--- src/rtl/fb_pkg.sv ---
// Shared types and default sizes for the cochlea feedback sequencer.
package fb_pkg;

    localparam int FB_CNT_W  = 16;
    localparam int FB_N_TAPS = 10;
    localparam int FB_GRAY_W = 19;

    typedef enum logic [1:0] {
        IDLE = 2'd0,
        RUN  = 2'd1,
        HOLD = 2'd2
    } fb_state_t;

endpackage

--- src/rtl/fb_tap_sched.sv ---
// Trailing-ones priority encoder: finds which gray bit toggles on the next phase step.
module fb_tap_sched #(
    parameter int N_TAPS = 10,
    parameter int K_W    = $clog2(N_TAPS + 2)
) (
    input  logic [N_TAPS:0]  ph_low,
    output logic [K_W-1:0]   tap_k,
    output logic             tap_valid
);

    // Lowest zero bit wins; all ones means the toggle lies above the tap range.
    always_comb begin
        tap_k = K_W'(N_TAPS + 1);
        for (int i = N_TAPS; i >= 0; i--) begin
            if (!ph_low[i]) begin
                tap_k = K_W'(i);
            end
        end
        tap_valid = (tap_k != '0) && (tap_k <= K_W'(N_TAPS));
    end

endmodule

--- src/rtl/fb_sel_ctrl.sv ---
// Feedback path sequencer: up/down counter on a divided tick, gray phase, serialized tap output.
// Define FB_SAT_EN for a saturating counter; otherwise the counter wraps.
module fb_sel_ctrl
    import fb_pkg::*;
#(
    parameter int CNT_W  = FB_CNT_W,
    parameter int N_TAPS = FB_N_TAPS,
    parameter int GRAY_W = FB_GRAY_W,
    parameter int DIV    = 8
) (
    input  logic              clk_ext,
    input  logic              rst_ext,
    input  logic              start,
    input  logic              freeze,
    input  logic              stop,
    input  logic              ud,
    output logic [CNT_W-1:0]  count,
    output logic [GRAY_W-1:0] gray,
    output logic              tick,
    output logic              out_muxed,
    output logic              busy,
    output fb_state_t         dbg_state
);

    localparam int DIV_W = $clog2(DIV);
    localparam int K_W   = $clog2(N_TAPS + 2);
    localparam int IDX_W = $clog2(CNT_W);

    fb_state_t          state_q, state_d;
    logic [DIV_W-1:0]   div_q, div_d;
    logic [GRAY_W-1:0]  ph_q, ph_d;
    logic [CNT_W-1:0]   count_q, count_d;
    logic               out_muxed_q, out_muxed_d;
    logic [K_W-1:0]     tap_k;
    logic               tap_valid;
    logic [IDX_W-1:0]   tap_idx;

    fb_tap_sched #(
        .N_TAPS (N_TAPS),
        .K_W    (K_W)
    ) u_tap_sched (
        .ph_low    (ph_q[N_TAPS:0]),
        .tap_k     (tap_k),
        .tap_valid (tap_valid)
    );

    assign busy      = (state_q != IDLE);
    assign tick      = busy && (div_q == DIV_W'(DIV - 1));
    assign tap_idx   = IDX_W'(CNT_W - int'(tap_k));
    assign count     = count_q;
    assign gray      = ph_q ^ (ph_q >> 1);
    assign out_muxed = out_muxed_q;
    assign dbg_state = state_q;

    always_comb begin
        state_d     = state_q;
        div_d       = div_q;
        ph_d        = ph_q;
        count_d     = count_q;
        out_muxed_d = out_muxed_q;

        case (state_q)
            IDLE: begin
                if (start) begin
                    state_d = RUN;
                    div_d   = '0;
                end
            end
            RUN:     if (freeze)  state_d = HOLD;
            HOLD:    if (!freeze) state_d = RUN;
            default: state_d = IDLE;
        endcase
        if (stop) begin
            state_d = IDLE;
        end

        // Mux samples the registered count, so a same-edge counter update is not seen.
        if (busy) begin
            ph_d  = ph_q + 1'b1;
            div_d = tick ? '0 : div_q + 1'b1;
            if (tap_valid) begin
                out_muxed_d = count_q[tap_idx];
            end
        end

        if (state_q == RUN && tick) begin
`ifdef FB_SAT_EN
            if (ud) begin
                count_d = (&count_q) ? count_q : count_q + 1'b1;
            end else begin
                count_d = (count_q == '0) ? count_q : count_q - 1'b1;
            end
`else
            count_d = ud ? count_q + 1'b1 : count_q - 1'b1;
`endif
        end
    end

    always_ff @(posedge clk_ext) begin
        if (rst_ext) begin
            state_q     <= IDLE;
            div_q       <= '0;
            ph_q        <= '0;
            count_q     <= '0;
            out_muxed_q <= 1'b0;
        end else begin
            state_q     <= state_d;
            div_q       <= div_d;
            ph_q        <= ph_d;
            count_q     <= count_d;
            out_muxed_q <= out_muxed_d;
        end
    end

endmodule

--- config.mk ---
export PLATFORM = sky130hd
export DESIGN_NAME = fb_sel_ctrl
export DESIGN_NICKNAME = d
export VERILOG_FILES = /design/src/rtl/fb_pkg.sv /design/src/rtl/fb_tap_sched.sv /design/src/rtl/fb_sel_ctrl.sv
export SDC_FILE = /design/constraint.sdc
export NUM_CORES = 1
export LEC_CHECK = 0
export ABC_AREA = 1
export CORE_MARGIN = 5
export CORE_UTILIZATION = 54
export DETAILED_ROUTE_END_ITERATION = 7
export PLACE_DENSITY = 0.78
export RECOVER_POWER = 100
export SLEW_MARGIN = 0
export SYNTH_ARGS = -nofsm -noshare
export SYNTH_HDL_FRONTEND = slang
export SYNTH_SLANG_ARGS = --single-unit
--- constraint.sdc ---
create_clock -name clk_ext -period 2.5 [get_ports clk_ext]
set_input_delay 0.375 -clock clk_ext [delete_from_list [all_inputs] [get_ports clk_ext]]
set_output_delay 0.375 -clock clk_ext [all_outputs]
set_load 0.02 [all_outputs]
* Word level (Yosys, flattened, before mapping)
Cells that the tools add are included.
** Word-level totals
- Flip-flop bits (word level) :: 41
- Output and inout port bits :: 40
- Word-level logic and storage cells :: 53
** Cells by class
- $add $sub $neg :: 5
- Magnitude comparators :: 2
- Eq/ne operators :: 6
- Multiplexer cells :: 22
- Bitwise gates (word level) :: 1
- Reduce and logical (&&, ||, !) cells :: 12
** Operators by type and width (number)
- 4-bit 2-to-1 mux :: 8
- 19-bit by 1-bit adder with 19-bit output (second input constant) :: 1
- 19-bit by 18-bit bitwise XOR with 19-bit output :: 1
- 16-bit by 1-bit adder with 16-bit output (second input constant) :: 1
- 16-bit 2-to-1 mux :: 1
- 16-bit by 1-bit subtractor with 16-bit output (second input constant) :: 1
- 3-bit 2-to-1 mux :: 4
- 2-bit 2-to-1 mux :: 5
- 2-bit inequality test (second input constant) :: 3
- 2-bit one-hot mux with 3 select lines :: 1
- 2-bit nonzero test :: 3
- 4-bit by 5-bit less-than comparator with 1-bit output (second input constant) :: 1
- 1-bit binary-select mux with 4-bit select :: 1
- 4-bit less-or-equal comparator (second input constant) :: 1
- 2-bit AND reduction :: 2
- 4-bit nonzero test :: 1
- 1-bit by 4-bit subtractor with 4-bit output (first input constant) :: 1
- 3-bit by 1-bit adder with 3-bit output (second input constant) :: 1
- 3-bit == test (second input constant) :: 1
- 1-bit logical AND :: 3
- 3-bit AND reduction :: 1
- 2-bit by 1-bit == test with 1-bit output (second input constant) :: 1
- 2-bit == test (second input constant) :: 1
- 2-bit logical NOT :: 1
- other kinds (2) :: 3

* Logic depth before layout (Yosys ltp)
- Depth after elaboration :: 14
- Mapped depth :: 21
- Gate-level depth less buffers :: 21

* Hierarchy
A second synthesis with hierarchy kept.
** Second synthesis, totals
- Cells, all modules :: 501
- Area, all modules :: 3211.8 µm²
** By module, submodules not included
- fb_sel_ctrl :: instances 1, cells each 469, area each 3084.2 µm²
- fb_tap_sched :: instances 1, cells each 32, area each 127.6 µm²

* Worst setup path before layout
No wires, ideal clock.
- Path type :: input to register
- From :: in ud
- To :: reg count_q[11] (netlist: count[11])
- Library setup time :: 0.113 ns
- Arrival :: 2.086 ns
- Slack :: 0.301 ns
- Stages :: 11
- Buffers on the path :: 0
- Path through :: inv_1 > ha_1 > a21oi_1 > nand2_1 > a21oi_2 > o21ai_2 > a21boi_2 > o21ai_1 > xor2_1 > o21ai_1 > inv_1
** Between the ends
- Longest elaborated chain between the ends :: 1
** RTL lines
- from (decl) :: line fb_sel_ctrl.sv:16 : input logic ud,
- 16-bit 2-to-1 mux :: line fb_sel_ctrl.sv:94 : count_d = ud ? count_q + 1'b1 : count_q - 1'b1;
- to (signal assigned) :: line fb_sel_ctrl.sv:110 : count_q <= count_d;
- to (decl) :: line fb_sel_ctrl.sv:32 : logic [CNT_W-1:0] count_q, count_d;
No other way between the ends.
A chain may end at the register's enable or synchronous reset.

* Worst setup path in the final report
- From :: in ud
- To :: reg count_q[12] (netlist: count[12])
Same word-level chain as after synthesis.

==> flow_metrics.py <==
metrics = {
    "synth": {
        "yosys.area_share.adder_pct": 16.1,
        "synth_warnings": 0,
        "synth_cells": 396,
        "ys_ff_latch": 41,
        "synth_xor_area_share_pct": 6.56,
        "synth_area_mm2": 0.00292,
        "synth.distinct_cells": 42,
        "synth_top_family_by_area": "simple AND/OR/NAND/NOR gates",
        "synth_compound_area_share_pct": 15.9,
        "synth-simple-area-share_pct": 23.7,
        "ys_seq_area_share_pct": 28.1,
        "synth_fp_nets": 439,
        "syn_area_per_cell_um2": 7.37,
        "synthMuxAreaShare_pct": 0,
    },
    "sta": {
        "setup_viol": 0,
        "finalCritPeriodShare_pct": 92.6,
        "slew_headroom_pct": 69.4,
        "finalSetupTns_ps": 0,
        "finalHoldWorstSlack_ps": 469,
        "fin_skew_ps": 8.14,
        "fmax_mhz": 432,
        "rsz0062_at_grt": "false",
        "worst_slew_pin_slew_ps": 458,
        "setup_ws_ps": 184,
        "hold_viol": 0,
        "period_minus_slack_ps": 2320,
        "finalMaxSlewViolations": 0,
    },
    "routing": {
        "final_antenna_net_count": 0,
        "vias": 2865,
        "drt-initial-drc-count": 194,
        "wire_per_inst_um": 13.2,
        "wl_um": 7070,
        "drt_pre_antenna_iters": 4,
        "drt-vias-per-instance": 5.36,
        "drc": 0,
    },
    "global_route": {
        "grt_busiest_layer": "met2",
        "grt-ovfl-total": 0,
        "use_met1_pct": 26.5,
        "grt_max_degree": 16,
        "grtUsageMet2_pct": 36.6,
        "antenna_found_initial": 0,
        "grtUsageTotal_pct": 20.9,
        "grt_pass1_wl_um": 12400,
        "use_met3_pct": 3.16,
        "grt_pass1_vias": 2893,
    },
    "die": {
        "start_util_pct": 56.5,
        "die_y_um": 83.5,
        "die_area_mm2": 0.00698,
        "rows": 26,
        "core-area_mm2": 0.00517,
        "ios": 46,
        "die_w_um": 83.5,
    },
    "placement": {
        "place_ws_ps": -169,
        "gp_congestion": 0.872,
        "dp_hpwl_um": 5550,
        "io_buffers": 45,
        "dp.cells": 527,
    },
    "setup_path": {
        "crit_path_max_incr_delay_ps": 450,
        "critical_path_class": "input port to register",
        "slowest_stage": "clkdlybuf4s50_1",
        "startpoint_type": "input port",
        "crit_required_ps": 2700,
        "path_cells": "clkdlybuf4s50_1 -> inv_1 -> buf_12 -> ha_1 -> nand2_1 -> nand2_1 -> nor2_2 -> nor2_1 -> o22ai_1 -> o21ai_1 -> xor2_1 -> o21bai_1 -> inv_1",
        "crit_fanout": 11,
        "endpoint_kind": "register",
        "arrival_ps": 2510,
        "worst-path-buf-inv": 4,
        "path_delay_family": "buffers and inverters",
    },
    "clock_network": {
        "clk_latency_ps": 300,
        "htree_levels": 2,
        "cts-root-buf": "clkbuf_8",
        "clock_path_buffers": 2,
        "cts_tree": "done",
        "cts-buffers-inserted": 5,
        "clkTransAtPathRegs_ps": 80,
        "cts.sinks": 41,
    },
    "final_layout": {
        "drive_above_1_share_pct": 10.5,
        "final_util_pct": 72.0,
        "area_delta_synth_final_pct": 27.5,
        "fillers": 427,
        "nets": 507,
        "n_antenna_cell": 0,
        "stdcell_count": 535,
    },
    "power": {
        "power_frac_comb_pct": 12.1,
        "peakVddDrop_mv": 0.288,
        "intPower_mw": 1.05,
        "p_switching_mw": 0.355,
        "p_seq_share_pct": 47.2,
        "p_leak_nw": 1.93,
        "power.share.clock_pct": 40.7,
        "swShare_pct": 25.2,
        "p_per_area_mw_per_mm2": 378,
    },
    "status": {
        "status": "complete, no violations",
    },
    "job": {
        "cap_violations": 0,
    },
    "min_path": {
        "hp-class": "register to register",
    },
}
routing by layer:
metal	up-vias	routed length (µm)
met4	0	78
li1	1450	-
met5	-	0
met2	78	3420
met3	9	372
met1	1328	3200
power groups by stage:
stage | combinational (mW) | sequential, mW | clock [mW]
after global routing | 0.189 | 0.666 | 0.611
after global placement | 0.167 | 0.681 | 0
after detailed placement | 0.172 | 0.681 | 0
after CTS | 0.173 | 0.665 | 0.582
final | 0.170 | 0.665 | 0.573
after floorplan | 0.109 | 0.680 | 0
flip-flops by register name (all words and copies together), names as in the netlist:
| register | count |
|---|---|
| out_muxed | 1 |
| ph_q | 19 |
| count | 16 |
| dbg_state | 2 |
| div_q | 3 |
cell type report:
cell class	count	area, µm²	share of cell area, %
clock buffers	6	82.6	2.22
clock inverters	2	37.5	1.01
inverters	65	244	6.55
multi-input cells	282	1830	49.0
flip-flops and latches	41	822	22.1
well taps	70	87.6	2.35
repair buffers	69	624	16.8
final timing paths:
path / slack [ps] / cells after the start / from / to
worst max-delay path: 180 / 13 / ud / count[12]
worst min-delay path: 470 / 2 / div_q[2] / div_q[2]
worst max register to register: 280 / 20 / ph_q[10] / out_muxed
worst min register to register: 470 / 2 / div_q[2] / div_q[2]
cells by family (layout without fill, tap and decap cells):
kind of cell | Yosys count | in the layout
buffers and inverters | 73 | 142
AO/OA/AOI/OAI | 83 | 83
flip-flops | 41 | 41
XOR/XNOR | 21 | 21
AND/OR/NAND/NOR | 141 | 141
adder cells (fa/ha/maj) | 37 | 37
synthesized netlist by cell type (all sizes together):
| master | instances | area share (%) |
|---|---|---|
| a211oi | 2 | 0.51 |
| a21boi | 1 | 0.39 |
| a21o | 3 | 0.77 |
| a21oi | 37 | 6.6 |
| a31oi | 2 | 0.43 |
| and3 | 2 | 0.43 |
| buf | 3 | 0.60 |
| clkbuf | 5 | 0.64 |
| clkinv | 3 | 0.39 |
| dfxtp | 41 | 28 |
| fa | 1 | 0.69 |
| ha | 36 | 15 |
| inv | 62 | 8.0 |
| nand2 | 52 | 7.4 |
| nand3 | 36 | 6.3 |
| nand3b | 2 | 0.51 |
| nand4 | 3 | 0.64 |
| nor2 | 34 | 5.6 |
| nor3 | 10 | 1.9 |
| nor4 | 1 | 0.73 |
| o211ai | 1 | 0.26 |
| o21a | 1 | 0.26 |
| o21ai | 32 | 5.6 |
| o21bai | 1 | 0.26 |
| o221a | 1 | 0.39 |
| o22ai | 1 | 0.21 |
| o31ai | 1 | 0.26 |
| or2 | 1 | 0.21 |
| xnor2 | 5 | 1.5 |
| xor2 | 16 | 5.1 |
through the flow:
stage               power (mW)  cell area (µm²)
floorplan                0.789             2920
global placement         0.847             3610
detailed placement       0.853             3610
CTS                       1.42             3730
global route              1.47             3720
finish                    1.41             3720
cells in the final DEF, fill, tap and decap left out, types with 2 or more instances in the layout:
cell type        instances
o21ai_1                  7
xor2_1                  15
nand4_1                  3
dlygate4sd3_1           41
nand2_4                  2
clkdlybuf4s50_1          4
inv_1                   59
a21o_1                   3
nand3_1                 36
nor2_4                   2
inv_2                    2
and3_1                   2
nor2_1                  31
clkbuf_8                 6
a31oi_1                  2
buf_4                   17
clkinv_1                 4
xnor2_1                  5
clkbuf_1                 5
o21ai_0                 24
ha_1                    34
a211oi_1                 2
dfxtp_1                 40
ha_4                     2
nor3_1                   9
a21oi_1                 33
nand2_1                 49
a21oi_2                  4
nand3b_1                 2
worst min-delay path: cells and delay by family, from the launching register on:
family,cells,cell delay (ps)
AOI/OAI and AO/OA,1,50
DFF,1,320
and+or+nand+nor,1,60
what timing repair did:
| action | CTS | global route |
|---|---|---|
| setup endpoints to repair | 0 | 5 |
| gates resized for setup | 0 | 7 |
| hold buffers | 0 | 0 |
| buffers inserted | 0 | 0 |
| endpoints found under the hold margin | 0 | 0 |
No activity file was read; power rests on OpenSTA's default activity.
